==> config.mk <==
export PLATFORM = sky130hd
export DESIGN_NAME = i2c_master_byte_ctrl
export DESIGN_NICKNAME = d
export VERILOG_FILES = /design/src/rtl/i2c_master_byte_ctrl.sv
export SDC_FILE = /design/constraint.sdc
export NUM_CORES = 1
export LEC_CHECK = 0
export BUFFER_PORTS_ARGS = -buffer_cell sky130_fd_sc_hd__buf_2
export CAP_MARGIN = 40
export CORE_MARGIN = 5
export CORE_UTILIZATION = 40
export DETAILED_ROUTE_END_ITERATION = 8
export SYNTH_ARGS = -nofsm -noshare
export SYNTH_HDL_FRONTEND = slang
export SYNTH_SLANG_ARGS = --single-unit
export TNS_END_PERCENT = 10
==> constraint.sdc <==
create_clock -name clk -period 2.3 [get_ports clk]
set_clock_uncertainty 0.2 [all_clocks]
set_input_delay 0.115 -clock clk [delete_from_list [all_inputs] [get_ports clk]]
set_output_delay 0.115 -clock clk [all_outputs]
set_load 0.02 [all_outputs]
==> src/rtl/i2c_master_byte_ctrl.sv <==
// i2c_master_byte_ctrl
//   Single-byte I2C master. One accepted request runs a complete bus
//   transaction: START, 7-bit address + R/W, address ACK, one data byte,
//   data ACK/NACK, STOP. An address NACK skips the data phase and goes
//   straight to STOP.
//
//   Each bus bit is four quarters (Q0..Q3) of CLK_DIV system clocks each:
//   SCL is low in Q0/Q1 and high in Q2/Q3. SDA changes on entry to Q0 and
//   is sampled on the last clock of Q2.
//
// Ports
//   clk, rst          system clock, synchronous active-high reset
//   start             request, sampled only while idle
//   addr, wr_en       slave address; 1 = write data_in, 0 = read
//   data_in           byte to write
//   data_out          last byte read (updated with done on a read)
//   busy, done        transaction in progress / one-cycle completion pulse
//   ack_err           sticky NACK flag, cleared by the next accepted start
//   scl               SCL level
//   sda_out, sda_oe   SDA value and drive enable (0 = released, bus high)
//   sda_in            sampled SDA bus level
module i2c_master_byte_ctrl #(
  parameter int CLK_DIV = 4
) (
  input  logic       clk,
  input  logic       rst,
  input  logic       start,
  input  logic [6:0] addr,
  input  logic       wr_en,
  input  logic [7:0] data_in,
  output logic [7:0] data_out,
  output logic       busy,
  output logic       done,
  output logic       ack_err,
  output logic       scl,
  output logic       sda_out,
  output logic       sda_oe,
  input  logic       sda_in
);

  typedef enum logic [2:0] {
    IDLE,
    START,
    ADDR,
    AACK,
    DATA,
    DACK,
    STOP
  } state_t;

  localparam int             QW   = (CLK_DIV > 1) ? $clog2(CLK_DIV) : 1;
  localparam logic [QW-1:0]  QMAX = QW'(CLK_DIV - 1);

  state_t          state, state_d;
  logic [QW-1:0]   qcnt;
  logic [1:0]      q;
  logic [2:0]      bitc;
  logic [7:0]      addr_byte;
  logic [7:0]      wdata;
  logic            wr;
  logic            nack;
  logic [7:0]      rd_shift;

  logic            qend;
  logic            bit_end;
  logic            samp;

  assign qend    = (qcnt == QMAX);
  assign bit_end = qend && (q == 2'd3);
  // Last system clock of Q2: SCL has been high for a full quarter.
  assign samp    = qend && (q == 2'd2);

  always_ff @(posedge clk) begin
    if (rst) begin
      state     <= IDLE;
      qcnt      <= '0;
      q         <= 2'd0;
      bitc      <= 3'd0;
      addr_byte <= 8'h00;
      wdata     <= 8'h00;
      wr        <= 1'b0;
      nack      <= 1'b0;
      rd_shift  <= 8'h00;
      ack_err   <= 1'b0;
      done      <= 1'b0;
      data_out  <= 8'h00;
    end else begin
      state <= state_d;
      done  <= 1'b0;

      if (state == IDLE) begin
        qcnt <= '0;
        q    <= 2'd0;
        bitc <= 3'd0;
        if (start) begin
          // Request is captured here so the host may change inputs afterwards.
          addr_byte <= {addr, ~wr_en};
          wdata     <= data_in;
          wr        <= wr_en;
          nack      <= 1'b0;
          ack_err   <= 1'b0;
        end
      end else begin
        if (qend) begin
          qcnt <= '0;
          q    <= q + 2'd1;
        end else begin
          qcnt <= qcnt + QW'(1);
        end

        // Bit counter only advances inside the 8-bit phases; 7 wraps to 0
        // exactly as the FSM moves on to the ACK slot.
        if (bit_end && (state == ADDR || state == DATA))
          bitc <= bitc + 3'd1;

        if (samp) begin
          case (state)
            AACK: begin
              nack <= sda_in;
              if (sda_in) ack_err <= 1'b1;
            end
            DATA: if (!wr) rd_shift <= {rd_shift[6:0], sda_in};
            DACK: if (wr && sda_in) ack_err <= 1'b1;
            default: ;
          endcase
        end

        if (state == STOP && bit_end) begin
          done <= 1'b1;
          if (!wr) data_out <= rd_shift;
        end
      end
    end
  end

  always_comb begin
    state_d = state;
    busy    = (state != IDLE);
    scl     = 1'b1;
    sda_out = 1'b1;
    sda_oe  = 1'b0;

    case (state)
      IDLE: begin
        if (start) state_d = START;
      end
      START: begin
        // SDA falls in Q2 while SCL is still high, then SCL drops in Q3.
        sda_oe  = 1'b1;
        sda_out = (q < 2'd2);
        scl     = (q != 2'd3);
        if (bit_end) state_d = ADDR;
      end
      ADDR: begin
        scl     = q[1];
        sda_oe  = 1'b1;
        sda_out = addr_byte[~bitc];
        if (bit_end && bitc == 3'd7) state_d = AACK;
      end
      AACK: begin
        scl = q[1];
        if (bit_end) state_d = nack ? STOP : DATA;
      end
      DATA: begin
        scl     = q[1];
        sda_oe  = wr;
        sda_out = wr ? wdata[~bitc] : 1'b1;
        if (bit_end && bitc == 3'd7) state_d = DACK;
      end
      DACK: begin
        // Write: release for the slave ACK. Read: master NACKs the single byte.
        scl     = q[1];
        sda_oe  = ~wr;
        sda_out = 1'b1;
        if (bit_end) state_d = STOP;
      end
      STOP: begin
        // SDA held low until SCL is high, then released in Q3.
        scl     = q[1];
        sda_oe  = (q != 2'd3);
        sda_out = 1'b0;
        if (bit_end) state_d = IDLE;
      end
      default: state_d = IDLE;
    endcase
  end

endmodule
After elaboration in Yosys (flattened, before gate mapping)
Cells that the tools add are included.

Register bits after elaboration: 46. Input bits: 20. Output and inout port bits: 14. Word-level logic and storage cells: 90.

Add/sub/neg operators: 3. Order comparisons: 2. Eq/ne operators: 20. Multiplexer cells: 27. Bitwise logic cells: 4. Reductions and logical operators: 22.

Operator list (number): 2-to-1 mux 3 bit (7); one-hot mux 3 bit (7 select lines) (1); equality test 3 bit, second input constant (4); 2-to-1 mux 1 bit (12); != test 2 bit, second input constant (6); one-hot mux 1 bit (4 select lines) (2); AND reduction 7 bit (1); binary-select mux 1 bit (select 3 bit) (2); equality test 2 bit, second input constant (3); equality test 3 x 2 -> 1 bit, second input constant (2); logical AND 1 bit (6); != test 3 bit, second input constant (2); AND reduction 3 bit (2); nonzero test 3 bit (2); AND reduction 5 bit (1); OR reduction 5 bit (1); adder 2 x 1 -> 2 bit, second input constant (2); < comparator 3 x 4 -> 1 bit, second input constant (1); != test 2 x 1 -> 1 bit, second input constant (2); one-hot mux 1 bit (2 select lines) (2); AND reduction 4 bit (1); nonzero test 2 bit (2); OR reduction 2 bit (2); adder 3 x 1 -> 3 bit, second input constant (1); other kinds (9) (11).

Logic depth before layout (Yosys ltp)
Gate-level depths: netlist of the first run.

Word-level depth: 5. Gate-level depth with buffers: 7. Gate-level depth less buffers: 6.

Worst setup path after synthesis of the first run
No wires, ideal clock.

Kind: reg-to-output. Start: register bitc[0]. End: output sda_out. Arrival: 1512 ps. Required time: 1985 ps. Setup slack: 473 ps. Cell stages (with the launch flop): 5. Path buffers: 0. Cells stage by stage: dfxtp_1 -> mux4_2 -> mux2i_1 -> nor2_1 -> o311a_1.

Longest elaborated chain between the ends: 5. Elaborated cells on any way between the ends: 7. Those cells by class: mux (6); bitwise (1).

Ends and longest elaborated chain: start: declaration (RTL line 57) `logic [2:0] bitc;`; start signal: assignment (RTL line 114) `bitc <= bitc + 3'd1;`; NOT 3 bit * (RTL line 157, 167); binary-select mux 1 bit (select 3 bit) (RTL line 167) `sda_out = wr ? wdata[~bitc] : 1'b1;`; 2-to-1 mux 1 bit (not written as such) (RTL line 167); 2-to-1 mux 1 bit (RTL line 167); one-hot mux 1 bit (4 select lines) * (RTL line 143) `case (state)`; end: declaration (RTL line 36) `output logic sda_out,`.

Mark *: on every way between the ends. The rest lies on a longest branch, timed or not. The select of a mux whose other input is x is not followed.

Worst setup path after layout of the first run
Ends and elaborated chain as after synthesis.

==> results of run 1 <==
metal layers:
layer | vias to the layer above | routed length (um) | GRT usage | part of all wire
met1 | 801 | 2126 | 0.1894 | 0.48
met2 | 35 | 2027 | 0.2370 | 0.46
li1 | 872 | - | - | -
met4 | 0 | 65 | 0.04983 | 0.015
met5 | - | 0 | 0 | 0
met3 | 7 | 204 | 0.02961 | 0.046
path summary, 6_finish.rpt:
check	from	endpoint	cells past startpoint	slack, ns
hold reg to reg	addr_byte[4]	addr_byte[4]	2	0.26
hold / removal	start	ack_err	4	0.05
setup / recovery	bitc[0]	sda_out	5	0.11
setup reg to reg	qcnt[0]	data_out[2]	5	0.28
critical path: stages (launching register included):
cell     delay [ns]
dfxtp_4        0.40
mux4_2         0.50
mux2i_1        0.14
nor2_1         0.06
o311a_1        0.32
buf_2          0.17
cell type report:
cell class	count	area, um2	share of cell area
multi-input cells	161	1041	0.4076
flip-flops and latches	46	928.4	0.3635
repair buffers	57	387.9	0.1519
well taps	70	87.58	0.03430
clock buffers	5	68.82	0.02695
clock inverters	3	25.02	0.009799
inverters	4	15.01	0.005879
state kept, by name, indices dropped and copies added (netlist names):
register / flops
addr_byte: 8
data_out: 8
rd_shift: 8
wdata: 8
bitc: 3
state: 3
q: 2
qcnt: 2
ack_err: 1
done: 1
nack: 1
wr: 1
cell families (layout without fill, tap and decap cells):
family | Yosys count | count (layout)
fa+ha+maj | 6 | 6
mux | 26 | 26
compound gates | 36 | 36
simple gates | 90 | 90
xor+xnor | 3 | 3
buf+inv | 20 | 69
flops | 46 | 46
through the flow:
stage / hold slack, ns / util
floorplan: 0.05096 / -
global placement: 0.1560 / 0.4526
detailed placement: 0.1627 / 0.4526
CTS: 0.04270 / 0.5055
global route: 0.06153 / 0.5065
finish: 0.05442 / 0.5065
timing repair:
action	in CTS	in global routing
hold buffers	17	0
endpoints found under the hold margin	19	0
setup endpoints to repair	1	1
cloned	0	0
gates resized for setup	2	2
power groups by stage:
stage / combinational [uW] / sequential [uW] / clock, uW
after floorplan: 74.3 / 843 / 0
after CTS: 127 / 833 / 530
after global placement: 103 / 851 / 0
after detailed placement: 105 / 851 / 0
final: 126 / 831 / 507
after global routing: 142 / 834 / 558
cell usage in the layout, fill, tap and decap left out, types with 2 or more instances in the layout:
cell type / count
mux4_2: 4
ha_1: 6
mux2i_1: 22
o21ai_0: 4
nor4_1: 2
nand3_1: 4
dfxtp_1: 44
xnor2_1: 3
nor2_1: 29
nor3b_1: 2
a31oi_1: 3
a21oi_1: 20
dlygate4sd3_1: 17
dfxtp_4: 2
buf_2: 33
inv_1: 4
clkbuf_8: 5
nand2_1: 40
buf_4: 7
nor3_1: 4
==> flow_summary.ini, run 1 <==
[status]
outcome = finished clean

[synthesis]
top_area_cell_type_share_of_the_netlist_area = 0.4480
yosysUniqueCellTypes = 38
synthesized_area_fraction_occupied_by_ao_oa_aoi_and_oai_cells = 0.1053
synthFlopType = dfxtp_1
synth_top_family_by_area = simple AND/OR/NAND/NOR gates
asyncSetResetFlopFracSynth = 0
postSynthAreaPerCell_um2 = 9.056
post_synthesis_sequential_area_ratio = 0.4480
synth_common_cells = dfxtp_1, nand2_1, nor2_1
synth_edf_count = 0
synthMostInstantiatedCell = dfxtp_1
post_synth_fa_ha_maj_area_fraction = 0.03652
yosys.area_share.simple = 0.2009
synth_largest_area_cell = dfxtp_1
synth.top_cells.by_area = dfxtp_1, mux2i_1, nand2_1
mappedNetlistArea_mm2 = 0.002056
count_of_state_elements_after_synthesis = 46
synth_cells = 227
yosys_warnings = 0
syn_nets = 253
multiplexer_fraction_of_the_synthesized_cell_area = 0.1509
synth-xor-area-share = 0.01278

[global_routing]
via_count_of_the_first_global_routing_pass = 1690
antenna_violations_before_repair = 0
grt_first_pass_wirelength_mm = 7.493
gr_ovfl_total = 0
grt_start_max_net_pins = 41
grt_util_all_layers = 0.1447

[critical_path]
worst_setup_path_end_kind = primary output
critPathLaunchType = flop
crit_required_ns = 1.99
worst_ep_arrival_time_ns = 1.87
worst-setup-path-type = reg -> out
critical_path.max_fanout = 6

[clock_tree]
insertion_delay_ns = 0.30
clock_sinks = 46
cts_made_buffers = 5
cts.reportedPaths.clkPinSlew_ns = 0.09
tritoncts = yes
cts_buffer_depth = 2
clock-root-buffer = clkbuf_8
postCtsSetupBuffers = 0
htree_levels = 2

[final_layout]
filler_cell_count = 462
final_std_cell_area_no_fill_mm2 = 0.002554
post_layout_nonfiller_instances = 346
syn2layout_area_growth_pct = 24.22
final_layout_size_suffix_gt1_frac = 0.2138
antenna_cells = 0
finalNetCount = 301

[sta]
slew-limit-headroom = 0.5306
period_minus_ws_final_ns = 2.189
timing.final.crit_share = 0.9518
fin_setup_tns_ns = 0
report.final.slew_viol_count = 0
tightest_slew_ns = 0.7042
max_freq_mhz = 456.8
finalWorstSetupSlack_ns = 0.1109
rsz0062_at_grt = no
hold_viol_final = 0
number_of_setup_violations_in_the_final_report = 0

[placed_design]
placement.cell_area_mm2 = 0.002282
place_congestion = 0.8098
placed_cells = 321
dpl.hpwl_mm = 3.069
placement.io_buffers = 33
dp_slack_ns = 0.2818

[power]
switching_share = 0.2504
p_comb_frac = 0.086
power.density_mw_per_mm2 = 573.2
clockPowerShare = 0.347
p_sw_uw = 366.5
p_int_uw = 1097
total_power_uw = 1464
leakagePower_uw = 0.001042
power_frac_seq = 0.567
vdd.ir_drop.worst_v = 0.0004341

[die]
core_area_mm2 = 0.005042
die_height_um = 81.69
initial_core_utilization = 0.4077
ioPinCount = 34
die_area_mm2 = 0.006673
std_cell_rows = 26
die_w_um = 81.69

[flow_run]
drv.max_cap_violation_count = 0

[routing]
drt_wl_total_mm = 4.424
detailedRoute.firstPassIterationCount = 4
route.antenna.remaining_nets = 0
vias_per_cell = 4.957
initialDrtViolationCount = 45
route.vias.total = 1715
drcViolationCount = 0
avgRoutedWirePerCell_um = 12.79

[hold_path]
worstHoldPathType = in -> reg
No activity file was read; power rests on OpenSTA's default activity.
==> run 2, diff against run 1 <==
--- a/config.mk
+++ b/config.mk
@@ -9,6 +9,7 @@
 export CAP_MARGIN = 40
 export CORE_MARGIN = 5
 export CORE_UTILIZATION = 40
+export CTS_BUF_LIST = sky130_fd_sc_hd__clkbuf_16
 export DETAILED_ROUTE_END_ITERATION = 8
 export SYNTH_ARGS = -nofsm -noshare
 export SYNTH_HDL_FRONTEND = slang
==> flow_summary.ini, run 2 (synthesized netlist as in run 1, its figures left out) <==
[status]
outcome = finished clean

[die]
die_height_um = 81.69
die_w_um = 81.69
std_cell_rows = 26
ioPinCount = 34
die_area_mm2 = 0.006673
core_area_mm2 = 0.005042
initial_core_utilization = 0.4077

[critical_path]
worst-setup-path-type = reg -> out
worstSetupEndpoint = sda_out
worst_setup_path_end_kind = primary output
crit_required_ns = 1.99
reg2reg_slack_ns = 0.30
worst_ep_arrival_time_ns = 1.88
reg2regPathDepth = 5
worst_r2r_endpoint = data_out[2]
critPathLaunchType = flop
worst_r2r_startpoint = qcnt[0]
critical_path.max_fanout = 6
worstSetupStartpoint = bitc[0]

[routing]
drt_wl_total_mm = 4.452
route.vias.total = 1722
drt_met1_wl_mm = 2.137
vias_per_cell = 4.977
initialDrtViolationCount = 64
detailedRoute.firstPassIterationCount = 4
route.antenna.remaining_nets = 0
avgRoutedWirePerCell_um = 12.87
highest-signal-layer = met4
drcViolationCount = 0
met2_wirelength_mm = 2.065
wl_met3_um = 174

[clock_tree]
cts_made_buffers = 5
cts_buffer_depth = 2
cts.reportedPaths.clkPinSlew_ns = 0.07
tritoncts = yes
postCtsSetupBuffers = 0
clock-root-buffer = clkbuf_16
htree_levels = 2
clock_sinks = 46
insertion_delay_ns = 0.29

[global_routing]
antenna_violations_before_repair = 0
gr_ovfl_total = 0
grt_start_max_net_pins = 41
via_count_of_the_first_global_routing_pass = 1720
grt_util_all_layers = 0.1463
grt_first_pass_wirelength_mm = 7.555

[final_layout]
final_layout_size_suffix_gt1_frac = 0.2138
layout_commonest_cell = dfxtp_1
finalNetCount = 301
post_layout_nonfiller_instances = 346
syn2layout_area_growth_pct = 26.96
antenna_cells = 0
ff_latch_area_um2 = 928.4
final_cell_mix = dfxtp_1, nand2_1, buf_2
filler_cell_count = 451
area_taken_by_multi_input_logic_gates_mm2 = 0.001041

[sta]
period_minus_ws_final_ns = 2.196
timing.final.crit_share = 0.9546
hold_viol_final = 0
tightest_slew_ns = 0.7008
max_freq_mhz = 455.5
fin_setup_tns_ns = 0
report.final.slew_viol_count = 0
number_of_setup_violations_in_the_final_report = 0
slew-limit-headroom = 0.5328
rsz0062_at_grt = no

[flow_run]
drv.max_cap_violation_count = 0

[placed_design]
placed_cells = 321
dpl.hpwl_mm = 3.069
placement.io_buffers = 33
place_congestion = 0.8098

[power]
vdd.ir_drop.worst_v = 0.0004371
power.density_mw_per_mm2 = 643.4
leakagePower_uw = 0.001067

[hold_path]
worstHoldPathType = in -> reg
[run 2: layout make-up]
class                           instances  area share
Clock inverter                          3    0.009588
Inverter                                4    0.005753
Tap cell                               70     0.03356
Timing Repair Buffer                   57      0.1486
Sequential cell                        46      0.3557
Clock buffer                            5     0.04794
Multi-Input combinational cell        161      0.3989
[run 2: worst min-delay path by stage]
stage / start / to / slack [ns] / depth (start not counted)
6_report: start / ack_err / 0.07 / 4
5_1_grt: start / ack_err / 0.08 / 4
4_1_cts: start / ack_err / 0.07 / 4
3_5_place_dp: data_in[4] / wdata[4] / 0.16 / 3
3_3_place_gp: addr[0] / addr_byte[1] / 0.16 / 3
2_1_floorplan: addr[0] / addr_byte[1] / 0.05 / 2
[run 2: repair_timing]
item	4_1_cts	5_1_grt
hold buffers	17	0
hold endpoints to repair	18	0
setup endpoints to repair	1	1
resized for setup	2	2
[run 2: report_power, final]
part	internal, uW	switching (uW)	total (uW)
registers	815	16.5	831
logic	63.7	62.5	126
clock network	408	314	722
total	1290	393	1680
[run 2: through the flow]
stage / hold WS (ns) / cell area, um2 / total power [uW] / util / setup slack [ns]
after floorplan: 0.05096 / 2056 / 917.7 / - / 0.4731
after global routing: 0.08389 / 2610 / 1743 / 0.5176 / 0.01965
final: 0.07398 / 2610 / 1679 / 0.5176 / 0.1044
after global placement: 0.1560 / 2282 / 954.3 / 0.4526 / 0.3042
after detailed placement: 0.1627 / 2282 / 955.9 / 0.4526 / 0.2818
after CTS: 0.06746 / 2605 / 1705 / 0.5166 / 0.04915
[run 2: layer usage]
layer,track usage,vias up
met5,0,-
met4,0.05482,0
met3,0.03289,6
met2,0.2410,30
met1,0.1867,810
li1,-,876
[run 2: critical path, cell delays in order (launching register included)]
cell     delay, ns
dfxtp_4       0.39
mux4_2        0.49
mux2i_1       0.15
nor2_1        0.06
o311a_1       0.32
buf_2         0.17
